File: src/rtl/usb_phy_pkg.sv
// Purpose: shared receive-path types and constants for the USB bit processor.
// Latency: n/a (types and constants only).
// Backpressure: n/a.
package usb_phy_pkg;

    typedef enum logic [2:0] {
        IDLE,
        HUNT,
        SYNC2,
        DATA,
        EOP
    } rx_state_t;

    // Consecutive decoded 1s after which the transmitter inserts a 0.
    localparam int unsigned STUFF_RUN = 6;

    localparam logic MODE_HS = 1'b1;
    localparam logic MODE_FS = 1'b0;

endpackage

File: src/rtl/usb_nrzi_unstuff.sv
// Purpose: NRZI decode of the selected line bit plus bit-stuff removal and stuff-violation detect.
// Latency: combinational outputs from the current sample; history/run registers update on bit_en.
// Backpressure: none; paced purely by bit_en, every strobe is consumed.
module usb_nrzi_unstuff
    import usb_phy_pkg::*;
(
    input  logic clk_i,
    input  logic rst_n_i,
    input  logic bit_en_i,
    input  logic mode_i,
    input  logic hs_bit_i,
    input  logic fs_bit_i,
    output logic dec_bit_o,
    output logic bit_out_en_o,
    output logic stuff_viol_o
);

    logic       line;
    logic       prev_line_q, prev_line_d;
    logic [2:0] ones_q, ones_d;
    logic       stuff_pos;

    assign line      = (mode_i == MODE_HS) ? hs_bit_i : fs_bit_i;
    assign dec_bit_o = (line == prev_line_q);
    // The bit after a full run of 1s is either a stuffed 0 (dropped) or a violation.
    assign stuff_pos    = (ones_q == 3'(STUFF_RUN));
    assign bit_out_en_o = bit_en_i & ~(stuff_pos & ~dec_bit_o);
    assign stuff_viol_o = bit_en_i & stuff_pos & dec_bit_o;

    // Track line history and the decoded-1 run length; run saturates at the stuff point.
    always_comb begin
        prev_line_d = prev_line_q;
        ones_d      = ones_q;
        if (bit_en_i) begin
            prev_line_d = line;
            if (!dec_bit_o) begin
                ones_d = '0;
            end else if (!stuff_pos) begin
                ones_d = ones_q + 3'd1;
            end
        end
    end

    // State registers with synchronous active-low reset.
    always_ff @(posedge clk_i) begin
        if (!rst_n_i) begin
            prev_line_q <= 1'b1;
            ones_q      <= '0;
        end else begin
            prev_line_q <= prev_line_d;
            ones_q      <= ones_d;
        end
    end

endmodule

File: src/rtl/usb_rx_bitproc.sv
// Purpose: UTMI-style receive bit processor: SYNC hunt, unstuffed byte/word assembly, EOP/abort/babble handling.
// Latency: rx_valid/rx_error/rx_active update on the clock edge that samples the deciding bit_en.
// Backpressure: none; the link controller must accept every rx_valid strobe.
module usb_rx_bitproc
    import usb_phy_pkg::*;
#(
    parameter int DATA_W      = 8,
    parameter int SYNC_MIN_HS = 12,
    parameter int SYNC_MIN_FS = 5,
    parameter int MAX_PKT     = 1027,
    parameter int CNT_W       = 11
) (
    input  logic              clk_480m_usb,
    input  logic              rst_n,
    input  logic              bit_en,
    input  logic              speed_select,
    input  logic              hs_bit_phy,
    input  logic              fs_bit_phy,
    input  logic              se_dp,
    input  logic              se_dm,
    input  logic              squelch,
    input  logic              tx_enable,
    output logic              rx_active,
    output logic              rx_valid,
    output logic              rx_valid_h,
    output logic [DATA_W-1:0] rx_data,
    output logic              rx_error,
    output logic [CNT_W-1:0]  rx_byte_cnt
);

    localparam bit WIDE = (DATA_W == 16);

    rx_state_t         state_q, state_d;
    logic [4:0]        zcnt_q, zcnt_d;
    logic [7:0]        byte_q, byte_d;
    logic [2:0]        ptr_q, ptr_d;
    logic [7:0]        lo_q, lo_d;
    logic              half_q, half_d;
    logic              active_q, active_d;
    logic              valid_q, valid_d;
    logic              valid_h_q, valid_h_d;
    logic [DATA_W-1:0] data_q, data_d;
    logic              error_q, error_d;
    logic [CNT_W-1:0]  cnt_q, cnt_d;

    logic       dec_bit, bit_out_en, stuff_viol;
    logic       is_hs, se0, line_abort, end_clean;
    logic [4:0] sync_min;
    logic [7:0] byte_next;

    usb_nrzi_unstuff u_nrzi (
        .clk_i        (clk_480m_usb),
        .rst_n_i      (rst_n),
        .bit_en_i     (bit_en),
        .mode_i       (speed_select),
        .hs_bit_i     (hs_bit_phy),
        .fs_bit_i     (fs_bit_phy),
        .dec_bit_o    (dec_bit),
        .bit_out_en_o (bit_out_en),
        .stuff_viol_o (stuff_viol)
    );

    assign is_hs      = (speed_select == MODE_HS);
    assign se0        = ~se_dp & ~se_dm;
    // Loss of signal: squelch in HS, SE0 in FS.
    assign line_abort = is_hs ? squelch : se0;
    assign sync_min   = is_hs ? 5'(SYNC_MIN_HS) : 5'(SYNC_MIN_FS);
    assign byte_next  = {dec_bit, byte_q[7:1]};

    // Receive FSM, byte/word assembly and strobe generation.
    always_comb begin
        state_d   = state_q;
        zcnt_d    = zcnt_q;
        byte_d    = byte_q;
        ptr_d     = ptr_q;
        lo_d      = lo_q;
        half_d    = half_q;
        active_d  = active_q;
        valid_d   = 1'b0;
        valid_h_d = 1'b0;
        data_d    = data_q;
        error_d   = 1'b0;
        cnt_d     = cnt_q;
        end_clean = 1'b0;
        if (tx_enable) begin
            state_d  = IDLE;
            active_d = 1'b0;
        end else if (bit_en) begin
            unique case (state_q)
                IDLE: begin
                    if (!line_abort) begin
                        state_d = HUNT;
                        zcnt_d  = '0;
                    end
                end
                HUNT: begin
                    if (line_abort) begin
                        state_d = IDLE;
                    end else if (!dec_bit) begin
                        if (zcnt_q != 5'd31) zcnt_d = zcnt_q + 5'd1;
                    end else if (zcnt_q >= sync_min) begin
                        state_d = SYNC2;
                    end else begin
                        zcnt_d = '0;
                    end
                end
                SYNC2: begin
                    if (line_abort) begin
                        state_d = IDLE;
                    end else if (dec_bit) begin
                        state_d  = DATA;
                        active_d = 1'b1;
                        cnt_d    = '0;
                        ptr_d    = '0;
                        half_d   = 1'b0;
                    end else begin
                        state_d = HUNT;
                        zcnt_d  = 5'd1;
                    end
                end
                DATA: begin
                    if (line_abort) begin
                        // FS SE0 on a byte boundary is a clean end; anything else aborts.
                        state_d  = EOP;
                        active_d = 1'b0;
                        if (!is_hs && ptr_q == 3'd0) end_clean = 1'b1;
                        else                         error_d   = 1'b1;
                    end else if (stuff_viol) begin
                        // HS EOP is signalled by a stuff violation; in FS it is an error.
                        state_d  = EOP;
                        active_d = 1'b0;
                        if (is_hs) end_clean = 1'b1;
                        else       error_d   = 1'b1;
                    end else if (bit_out_en) begin
                        byte_d = byte_next;
                        ptr_d  = ptr_q + 3'd1;
                        if (ptr_q == 3'd7) begin
                            cnt_d = cnt_q + 1'b1;
                            if (cnt_q == CNT_W'(MAX_PKT)) begin
                                error_d  = 1'b1;
                                state_d  = EOP;
                                active_d = 1'b0;
                            end else if (!WIDE) begin
                                valid_d = 1'b1;
                                data_d  = DATA_W'(byte_next);
                            end else if (half_q) begin
                                valid_d   = 1'b1;
                                valid_h_d = 1'b1;
                                data_d    = DATA_W'({byte_next, lo_q});
                                half_d    = 1'b0;
                            end else begin
                                lo_d   = byte_next;
                                half_d = 1'b1;
                            end
                        end
                    end
                end
                EOP: begin
                    if (is_hs ? squelch : (!se0 && fs_bit_phy)) state_d = IDLE;
                end
                default: state_d = IDLE;
            endcase
            // A clean end flushes a pending odd low byte as a half word.
            if (end_clean && WIDE && half_q) begin
                valid_d   = 1'b1;
                valid_h_d = 1'b0;
                data_d    = DATA_W'({8'h00, lo_q});
                half_d    = 1'b0;
            end
        end
    end

    // State and output registers with synchronous active-low reset.
    always_ff @(posedge clk_480m_usb) begin
        if (!rst_n) begin
            state_q   <= IDLE;
            zcnt_q    <= '0;
            byte_q    <= '0;
            ptr_q     <= '0;
            lo_q      <= '0;
            half_q    <= 1'b0;
            active_q  <= 1'b0;
            valid_q   <= 1'b0;
            valid_h_q <= 1'b0;
            data_q    <= '0;
            error_q   <= 1'b0;
            cnt_q     <= '0;
        end else begin
            state_q   <= state_d;
            zcnt_q    <= zcnt_d;
            byte_q    <= byte_d;
            ptr_q     <= ptr_d;
            lo_q      <= lo_d;
            half_q    <= half_d;
            active_q  <= active_d;
            valid_q   <= valid_d;
            valid_h_q <= valid_h_d;
            data_q    <= data_d;
            error_q   <= error_d;
            cnt_q     <= cnt_d;
        end
    end

    assign rx_active   = active_q;
    assign rx_valid    = valid_q;
    assign rx_valid_h  = valid_h_q;
    assign rx_data     = data_q;
    assign rx_error    = error_q;
    assign rx_byte_cnt = cnt_q;

endmodule
File: config.mk
export PLATFORM = sky130hd
export DESIGN_NAME = usb_rx_bitproc
export DESIGN_NICKNAME = d
export VERILOG_FILES = /design/src/rtl/usb_phy_pkg.sv /design/src/rtl/usb_nrzi_unstuff.sv /design/src/rtl/usb_rx_bitproc.sv
export SDC_FILE = /design/constraint.sdc
export NUM_CORES = 1
export LEC_CHECK = 0
export BUFFER_PORTS_ARGS = -buffer_cell sky130_fd_sc_hd__buf_2
export CAP_MARGIN = 10
export CORE_MARGIN = 8
export CORE_UTILIZATION = 50
export DETAILED_ROUTE_END_ITERATION = 16
export PLACE_DENSITY = 0.74
export SLEW_MARGIN = 40
export SYNTH_ARGS = -nofsm -noshare
export SYNTH_HDL_FRONTEND = slang
export SYNTH_SLANG_ARGS = --single-unit
File: constraint.sdc
create_clock -name clk_480m_usb -period 2.83 [get_ports clk_480m_usb]
set_input_delay 0.566 -clock clk_480m_usb [delete_from_list [all_inputs] [get_ports clk_480m_usb]]
set_output_delay 0.566 -clock clk_480m_usb [all_outputs]
set_load 0.01 [all_outputs]
==> results of run 1 <==
-- routing by layer --
metal  GRT usage [%]  part of all wire (%)
met5               0                     0
met4            6.89                   1.8
met3            4.25                   7.3
met2            27.8                    46
met1            20.9                    45
-- worst max-delay path by stage --
stage	to	slack [ps]
finish	state_q[0]	420
global route	state_q[0]	230
CTS	rx_byte_cnt[6]	440
detailed placement	state_q[0]	120
global placement	state_q[0]	200
floorplan	rx_byte_cnt[6]	360
-- cells by family (layout without fill, tap and decap cells) --
kind of cell,count (synthesis),count (layout),synth area share [%]
other,1,1,0.151
buffers and inverters,25,64,4.44
muxes,21,21,9.23
AOI/OAI and AO/OA,74,74,21.1
and+or+nand+nor,112,112,23.8
adders and majority gates,10,10,5.05
DFF,44,44,35.5
xor gates and xnor gates,2,2,0.706
-- power groups by stage --
stage                     registers [mW]  logic [mW]  clock network, mW
after global routing               0.629       0.119              0.539
after detailed placement           0.643       0.107                  0
final                              0.628       0.109              0.504
after floorplan                    0.641      0.0725                  0
after global placement             0.643       0.105                  0
after CTS                          0.628       0.108              0.514
-- critical path, cell delays in order --
cell and delay [ps]:
buf_2 200, inv_1 90, ha_1 290, or3b_2 460, a311oi_1 360, o211a_1 230
a211oi_1 80, mux2_2 330
-- stage by stage --
stage               power (mW)  hold WS, ps
floorplan                0.714          447
global placement         0.748          463
detailed placement       0.750          475
CTS                       1.25          487
global route              1.29          516
finish                    1.24          485
-- registers in the layout, indices dropped and copies added (netlist names) --
register,cells
rx_error,1
rx_data,8
ptr_q,3
byte_q,7
u_nrzi.prev_line_q,1
u_nrzi.ones_q,3
zcnt_q,5
rx_active,1
state_q,3
rx_valid,1
rx_byte_cnt,11
-- synthesized netlist by cell type, drive strengths merged, types with 3 or more instances --
cell type  instances
nand2             20
o31ai              3
nor3              11
o21ai             10
o21a               3
nor2              26
a311oi             7
inv               11
a211oi             7
mux2i             19
nor4               3
nand3             14
a21oi             14
clkbuf             9
dfxtp             44
o31a               3
a21o               3
a31oi              7
or3                3
ha                10
or4                3
and2               4
o22ai              3
nand2b             3
nand4              4
buf                5
nand4b             3
and3               4
-- layout by cell type, fill, tap and decap left out, drive strengths merged, types with 4 or more instances in the layout --
cell type	instances
inv	11
buf	45
a31oi	7
nand2	20
dfxtp	44
mux2i	19
nand4	4
a211oi	7
and3	4
a21oi	14
clkbuf	5
a311oi	7
nand3	14
nor2	26
o21ai	10
and2	4
ha	10
nor3	11
-- layout make-up --
type / count / share of cell area [%]
repair buffers: 45 / 9.04
clock inverters: 3 / 1.65
multi-input cells: 220 / 52.0
flip-flops and latches: 44 / 30.6
well taps: 67 / 2.91
clock buffers: 5 / 2.39
inverters: 11 / 1.43
==> metrics.cfg, run 1 <==
[run_status]
status=finished, final reports clean

[layout]
drive_gt1_share_pct=19.2
finish.net_count=347
final_util_pct=60.5
register_area_sq_um=881
final.fill_count=429
final_instance_count_excl_fillers=395
areaGrowthSynthToFinish_pct=16.0
postLayoutCellArea_sq_mm=0.00288
antennaDiodeCount=0
combined_area_of_the_multi_input_logic_cells_sq_mm=0.00150

[floorplan]
fp.dieH_um=86.4
io_pins=33
die_x_extent_um=86.4
initial_core_util_pct=52.2
rows=25
die-area_sq_mm=0.00747
core-area_sq_mm=0.00475

[grt]
gr-usage-all-layers_pct=17.1
maximum_number_of_pins_on_one_net_before_global_route_repair=21
grt_pass1_vias=2310
grt_pass1_wl_mm=10.4
grt_overflow=0
antenna_found_initial=0

[synth]
synthesis.area_per_instance_sq_um=8.58
netlist_area_sq_mm=0.00248
synth.distinct_cells=58
asyncSetResetFlopFracSynth_pct=0
yosysWarningCount=0
postSynth.topFlopCell=dfxtp_1
synth_edf_count=0
synth_largest_area_cell=dfxtp_1
yosys.area.top_type_share_pct=35.5
ys_top_cells_by_area=dfxtp_1 (36%), mux2i_1 (7.3%), ha_1 (5.0%)
synth_fp_nets=309
seq_area_frac_synth_pct=35.5
netlist_instances=289
synth-seq-cells=44

[worst_setup_path]
critPathRequiredTime_ps=3040
rrSetupSlack_ps=430
cp-startpoint=speed_select
critical_path.endpoint_type=register
r2r_start=u_nrzi.ones_q[0]
r2r.worst_path.cells=7
crit_fanout=9
criticalPathCategory=in2reg
timing.critical_path.arrival_ps=2610
worstReg2RegEnd=rx_byte_cnt[6]
crit_path_start_kind=input port

[worst_hold_path]
min_to=ptr_q[2]
hold-path-cell-count=2
min_path_type=reg2reg
hold_start=ptr_q[2]

[power_and_ir_drop]
netsw_mw=0.313
share_seq_of_total_power_pct=50.6
power_per_cell_area_mw_per_mm2=432
p_comb_share_pct=8.8
share_clk_of_total_power_pct=40.6
leakage_nw=1.15
max-vdd-ir-drop_uv=320
internal-power_mw=0.929
net_switching_share_of_the_total_power_pct=25.2

[sta]
rsz_0062_raised_after_global_routing=false
timing.final.ws_setup_ps=422
maxClockFrequency_mhz=415
share_of_the_clock_period_used_by_the_worst_path_after_layout_pct=85.1
worst_slew_margin_rel_pct=49.8
final.setup_skew_ps=11.4
worst-slew-pin-transition_ps=751
totalNegativeSetupSlack_ps=0
layout_min_cycle_time_ps=2410
timing_hold_violations_final=0
report.final.slew_viol_count=0
finalSetupViolCount=0

[placement]
post-dp-hpwl_mm=4.60
gp_congestion=0.886
post-place-ws_ps=118
port_buffers=31
placed_cells=387
placedInstanceArea_sq_mm=0.00276

[drt]
dr.pass1.iters=5
drc=0
route.final.wire_length_mm=6.20
route.vias.total=2390
ant_nets=0
first_iter_violations=164
drt-vias-per-instance=6.05
detail_route.wl_per_cell_um=15.7

[clocking]
holdBufCountCts=0
post_cts_buffers=0
cts.htree.levels=2
clkSinkCount=44
cts-resized-gates=0
clock_path_buffers=2
insertion_delay_of_the_later_clocked_pin_in_the_worst_skew_pair_ps=310
cts_root_buffer=clkbuf_8
cts_buffers=5
tritoncts=built
cts.reportedPaths.clkPinSlew_ps=100

[job]
cap_viol_max_count=0

Note: power is estimated with default switching activity, not from simulation.
==> run 2, diff against run 1 <==
- SYNTH_HIERARCHICAL: default -> 1
==> run 2 against run 1 <==
Effect of this change: combinational power about the same; worst hold slack better by 1.7 ps; clock power decreased by 17%; first-iteration DRC count down 26%; via count is 17% lower; final cell count is 10% lower; non-clock buffer count is 3 lower; clock skew grew 1.2 ps; setup slack got worse by 39 ps; register-to-register slack gained 70 ps; critical endpoint is now rx_byte_cnt[10].
==> metrics.cfg, run 2 <==
[layout]
areaGrowthSynthToFinish_pct=13.6
antennaDiodeCount=0  ; unchanged
largest_reg_flops=11  ; unchanged
drive_gt1_share_pct=20.3  ; +1.1 points
final_util_pct=58.1  ; -2.4 points
mostFrequentLayoutCells=dfxtp_1 (44), buf_2 (31), mux2i_1 (22)
finish.net_count=320  ; -7.8%
mostFrequentLayoutCell=dfxtp_1

[floorplan]
die-area_sq_mm=0.00727  ; -2.6%
fp.dieH_um=85.3  ; -1.3%
initial_core_util_pct=51.1  ; -1.0 points
die_x_extent_um=85.3  ; -1.3%
io_pins=33  ; unchanged
rows=25  ; unchanged
core-area_sq_mm=0.00469  ; -1.3%

[sta]
report.final.slew_viol_count=0  ; unchanged
final.setup_skew_ps=12.6  ; +1.21 ps
totalNegativeSetupSlack_ps=0  ; unchanged
layout_min_cycle_time_ps=2450  ; +38.9 ps
rsz_0062_raised_after_global_routing=false
hold_ws_ps=486  ; +1.67 ps
worst-slew-pin-transition_ps=498  ; -253 ps
timing.final.ws_setup_ps=383  ; -38.9 ps
share_of_the_clock_period_used_by_the_worst_path_after_layout_pct=86.5  ; +1.4 points
maxClockFrequency_mhz=409  ; -1.6%
worst_slew_margin_rel_pct=66.5  ; +17 points
timing_hold_violations_final=0  ; unchanged
finalSetupViolCount=0  ; unchanged

[synth]
synth_largest_area_cell=dfxtp_1
synth_edf_count=0  ; unchanged
synth_fp_nets=284  ; -8.1%
synth.distinct_cells=57  ; -1.7%
synth-seq-cells=44  ; unchanged
netlist_instances=264  ; -8.7%
yosysWarningCount=6  ; +6
synthesis.area_per_instance_sq_um=9.09  ; +5.9%
seq_area_frac_synth_pct=36.7  ; +1.2 points
yosys.cell_count.top_type=dfxtp_1
asyncSetResetFlopFracSynth_pct=0  ; unchanged
netlist_area_sq_mm=0.00240  ; -3.2%
ys_top_cells_by_count=dfxtp_1 (44), mux2i_1 (22), nor2b_1 (21)
ys_top_cells_by_area=dfxtp_1 (37%), mux2i_1 (9.2%), nor2b_1 (5.5%)
postSynth.topFlopCell=dfxtp_1
yosys.area.top_type_share_pct=36.7  ; +1.2 points

[clocking]
tritoncts=built
cts.htree.levels=2  ; unchanged
post_cts_buffers=0  ; unchanged
cts_buffers=5  ; unchanged
clock_path_buffers=2  ; unchanged
holdBufCountCts=0  ; unchanged
insertion_delay_of_the_later_clocked_pin_in_the_worst_skew_pair_ps=310  ; about the same
cts-resized-gates=0  ; unchanged
cts_root_buffer=clkbuf_8
cts.reportedPaths.clkPinSlew_ps=90  ; about the same
clkSinkCount=44  ; unchanged

[placement]
port_buffers=31  ; unchanged
gp_congestion=0.899  ; +1.5%
post-dp-hpwl_mm=3.86  ; -16%
post-place-ws_ps=92.3  ; -25.3 ps

[grt]
gr-usage-all-layers_pct=15.3  ; -1.8 points
grt_pass1_vias=2008  ; -13%
maximum_number_of_pins_on_one_net_before_global_route_repair=29  ; +38%
grt_overflow=0  ; unchanged
antenna_found_initial=0  ; unchanged
grt_pass1_wl_mm=9.18  ; -12%

[drt]
met2RoutedLength_mm=2.33  ; -18%
detail_route.wl_per_cell_um=14.7  ; -6.3%
route.vias.total=1974  ; -17%
dr.pass1.iters=4  ; -1
drc=0  ; unchanged
route.final.wire_length_mm=5.22  ; -16%
ant_nets=0  ; unchanged
detail_route.wirelength.met1_mm=2.60  ; -7.0%
detailroute.wirelength.met3_um=203  ; -55%
top_layer=met4
drt-vias-per-instance=5.56  ; -8.1%
first_iter_violations=121  ; -26%

[worst_setup_path]
critPathMaxStageDelay_ps=480  ; +20 ps
crit_fanout=6  ; -3
crit_path_start_kind=input port
r2r_start=u_nrzi/ones_q[0]
critPathRequiredTime_ps=3070  ; +30 ps
crit_slowest_cell=or4_1
criticalPathCategory=in2reg
r2r.worst_path.cells=8  ; +1
timing.critical_path.max_delay_family=simple AND/OR/NAND/NOR gates
critical_path.endpoint_type=register
worstReg2RegEnd=rx_byte_cnt[10]
timing.critical_path.buf_inv=1  ; -1
timing.critical_path.arrival_ps=2690  ; +80 ps
rrSetupSlack_ps=500  ; +70 ps
path_cells=buf_2 -> mux2i_2 -> xnor2_1 -> a31oi_1 -> and2_1 -> nor2_1 -> or4_4 -> or4_1 -> o21ai_1

[worst_hold_path]
hold_start=rx_byte_cnt[10]
hold-path-cell-count=2  ; unchanged
min_to=rx_byte_cnt[10]
min_path_type=reg2reg

[run_status]
status=finished, final reports clean

[power_and_ir_drop]
power_per_cell_area_mw_per_mm2=424  ; -1.7%
max-vdd-ir-drop_uv=307  ; -4.1%
leakage_nw=1.09  ; -4.6%

[job]
cap_viol_max_count=0  ; unchanged

[run 2: changes by cell type in the layout (fill, tap and decap cells not counted), sizes merged, moves of 4 or more]
cell,delta
nand2b,+5
nor2b,+19
a21oi,-6
xnor2,+7
nand2,-8
nor2,-8
a31oi,-6
mux2i,+4
a311oi,-7
a211oi,-4
[run 2: kinds of logic after synthesis]
| family | Yosys count | synth area share, % |
|---|---|---|
| AO/OA/AOI/OAI | 42 | 13.0 |
| buffers and inverters | 23 | 4.90 |
| XOR/XNOR | 8 | 2.92 |
| flip-flops | 44 | 36.7 |
| other | 1 | 0.156 |
| adder cells (fa/ha/maj) | 10 | 5.21 |
| AND/OR/NAND/NOR | 113 | 27.3 |
| multiplexers | 23 | 9.75 |
[run 2: metrics by stage]
stage	power (mW)	instance area, sq um	instances
after CTS	1.16	2730	355
after detailed placement	0.751	2630	347
final	1.16	2730	355
after global placement	0.749	2630	347
after floorplan	0.719	2400	264
after global routing	1.20	2730	355
[run 2: power by group]
| part | leakage, nW | total (mW) | internal, mW | switching, mW |
|---|---|---|---|---|
| sequential | 0.355 | 0.629 | 0.623 | 0.00552 |
| clock | 0.0452 | 0.418 | 0.180 | 0.238 |
| combinational | 0.694 | 0.109 | 0.0464 | 0.0630 |
| total | 1.09 | 1.16 | 0.850 | 0.306 |
[run 2: tightest hold or removal path: stages, from the launching register on]
cell,delay [ps]
dfxtp_1,340
nand2_1,60
o21ai_1,50
[run 2: cell type report]
cell class                 instances  area (sq um)
clock buffer                       5          68.8
timing repair buffer              42           238
fill                             437          1970
tap                               54          67.6
sequential                        44           881
inverter                          10          37.5
multi-input combinational        197          1410
clock inverter                     3          25.0
[run 2: worst max path at each step]
stage / startpoint / endpoint / slack, ps / cells past startpoint
6_report: speed_select / rx_byte_cnt[10] / 380 / 9
4_1_cts: speed_select / rx_byte_cnt[10] / 410 / 9
5_1_grt: speed_select / rx_byte_cnt[10] / 210 / 9
3_5_place_dp: speed_select / rx_byte_cnt[10] / 90 / 9
2_1_floorplan: speed_select / rx_byte_cnt[10] / 230 / 9
3_3_place_gp: speed_select / rx_byte_cnt[10] / 210 / 9
[run 2: per-layer routing]
| layer | track usage [%] | vias to the layer above |
|---|---|---|
| li1 | - | 1011 |
| met1 | 18.5 | 927 |
| met2 | 25.4 | 28 |
| met3 | 4.15 | 8 |
| met4 | 5.41 | 0 |
| met5 | 0 | - |
==> run 3, diff against run 2 <==
- CELL_PAD_IN_SITES_DETAIL_PLACEMENT: default -> 1
- CELL_PAD_IN_SITES_GLOBAL_PLACEMENT: default -> 2
- CORE_UTILIZATION: 50 -> 35
- PLACE_DENSITY: 0.74 -> 0.8
==> run 3 against run 2 <==
Effect of this change: setup slack worse by 64 ps; fmax decreased by 2.5%; utilization is 17 points lower; combinational power about the same; die area increased by 34%; via count grew 0.25%; total power fell by 0.66%; count of clock-buffer cells in the layout grew 1; global-route usage is 2.9 points lower.
==> metrics.cfg, run 3 (synthesis gave the netlist of run 2 again) <==
[layout]
mostFrequentLayoutCells=dfxtp_1 (44), buf_2 (31), mux2i_1 (22)
finish.net_count=323  ; +0.94%
antennaDiodeCount=0  ; unchanged
mostFrequentLayoutCell=dfxtp_1
largest_reg_flops=11  ; unchanged
areaGrowthSynthToFinish_pct=15.6
drive_gt1_share_pct=20.7  ; +0.46 points

[job]
cap_viol_max_count=0  ; unchanged

[sta]
maxClockFrequency_mhz=398  ; -2.5%
final.setup_skew_ps=12.4  ; -0.226 ps
hold_ws_ps=494  ; +7.30 ps
layout_min_cycle_time_ps=2510  ; +63.8 ps
rsz_0062_raised_after_global_routing=false
timing_hold_violations_final=0  ; unchanged
share_of_the_clock_period_used_by_the_worst_path_after_layout_pct=88.7  ; +2.3 points
totalNegativeSetupSlack_ps=0  ; unchanged
worst_slew_margin_rel_pct=64.9  ; -1.6 points
report.final.slew_viol_count=0  ; unchanged
finalSetupViolCount=0  ; unchanged
timing.final.ws_setup_ps=319  ; -63.8 ps
worst-slew-pin-transition_ps=523  ; +24.8 ps

[drt]
drc=0  ; unchanged
drt-vias-per-instance=5.15  ; -7.3%
dr.pass1.iters=4  ; unchanged
first_iter_violations=69  ; -43%
ant_nets=0  ; unchanged
detail_route.wl_per_cell_um=15.2  ; +3.3%
route.final.wire_length_mm=5.83  ; +12%
route.vias.total=1979  ; +0.25%

[grt]
maximum_number_of_pins_on_one_net_before_global_route_repair=29  ; unchanged
grt_pass1_wl_mm=10.1  ; +9.6%
gr-usage-all-layers_pct=12.4  ; -2.9 points
grt_overflow=0  ; unchanged
grt_pass1_vias=2043  ; +1.7%
antenna_found_initial=0  ; unchanged

[worst_setup_path]
r2r_start=u_nrzi/ones_q[0]
rrSetupSlack_ps=500  ; about the same
crit_fanout=6  ; unchanged
criticalPathCategory=in2reg
critPathRequiredTime_ps=3060  ; about the same
critical_path.endpoint_type=register
crit_path_start_kind=input port
cp-startpoint=speed_select
timing.critical_path.arrival_ps=2740  ; +50 ps

[clocking]
cts-resized-gates=0  ; unchanged
cts.htree.levels=2  ; unchanged
clock_path_buffers=2  ; unchanged
tritoncts=built
cts_buffers=5  ; unchanged
cts.reportedPaths.clkPinSlew_ps=80  ; about the same
insertion_delay_of_the_later_clocked_pin_in_the_worst_skew_pair_ps=300  ; about the same
holdBufCountCts=0  ; unchanged
clkSinkCount=44  ; unchanged
cts_root_buffer=clkbuf_8
post_cts_buffers=0  ; unchanged

[floorplan]
die_x_extent_um=98.8  ; +16%
rows=30  ; +20%
die-area_sq_mm=0.00976  ; +34%
io_pins=33  ; unchanged
initial_core_util_pct=35.7  ; -15 points
fp.dieH_um=98.8  ; +16%
core-area_sq_mm=0.00672  ; +43%

[placement]
port_buffers=31  ; unchanged
gp_congestion=0.766  ; -15%
post-dp-hpwl_mm=4.39  ; +14%
post-place-ws_ps=3.22  ; -89.0 ps

[power_and_ir_drop]
max-vdd-ir-drop_uv=194  ; -37%
power_per_cell_area_mw_per_mm2=414  ; -2.5%
leakage_nw=1.11  ; +1.0%

[run_status]
status=finished, final reports clean

[worst_hold_path]
hold_start=u_nrzi/prev_line_q
min_path_type=reg2reg

run 3: cell count changes in the layout (fill, tap and decap cells not counted):
cell      previous run  this run
inv_6                2         0
buf_4               11        14
clkbuf_1             0         1
clkinv_4             0         1
run 3: stage by stage:
stage                     util, %  instance area (sq um)  power, mW  std cells
final                        41.3                   2780       1.15        384
after global routing         41.3                   2780       1.21        384
after CTS                    41.3                   2780       1.17        384
after detailed placement     40.0                   2690      0.756        376
after global placement       40.0                   2690      0.755        376
after floorplan                 -                   2400      0.719        264
run 3: report_power, final:
part           internal [mW]  leakage (nW)  total (mW)  switching, mW
combinational         0.0483         0.709       0.112         0.0639
clock                  0.176        0.0414       0.408          0.232
sequential             0.623         0.355       0.628        0.00530
total                  0.847          1.11        1.15          0.301
run 3: final cells by class:
class,count,area [sq um]
clock buffer,6,72.6
fill,834,3940
sequential,44,881
timing repair buffer,45,260
multi-input combinational,197,1410
clock inverter,2,16.3
inverter,10,37.5
tap,80,100
run 3: final timing paths:
| kind | depth (start not counted) | endpoint |
|---|---|---|
| setup reg to reg | 8 | rx_byte_cnt[10] |
| hold / removal | 1 | u_nrzi/prev_line_q |
| hold reg to reg | 1 | u_nrzi/prev_line_q |
| setup / recovery | 8 | rx_byte_cnt[10] |
run 3: critical path: stages:
cell     delay [ps]
buf_2           120
mux2i_2         160
xnor2_1         440
nor2_1          150
a21o_1          230
or4_4           510
or4_1           480
o21ai_1          80
run 3: layer usage:
layer / global-route usage [%] / share of wire [%]
met5: 0 / 0
met4: 3.54 / 1.0
met3: 3.17 / 3.8
met2: 20.0 / 45
met1: 15.9 / 50
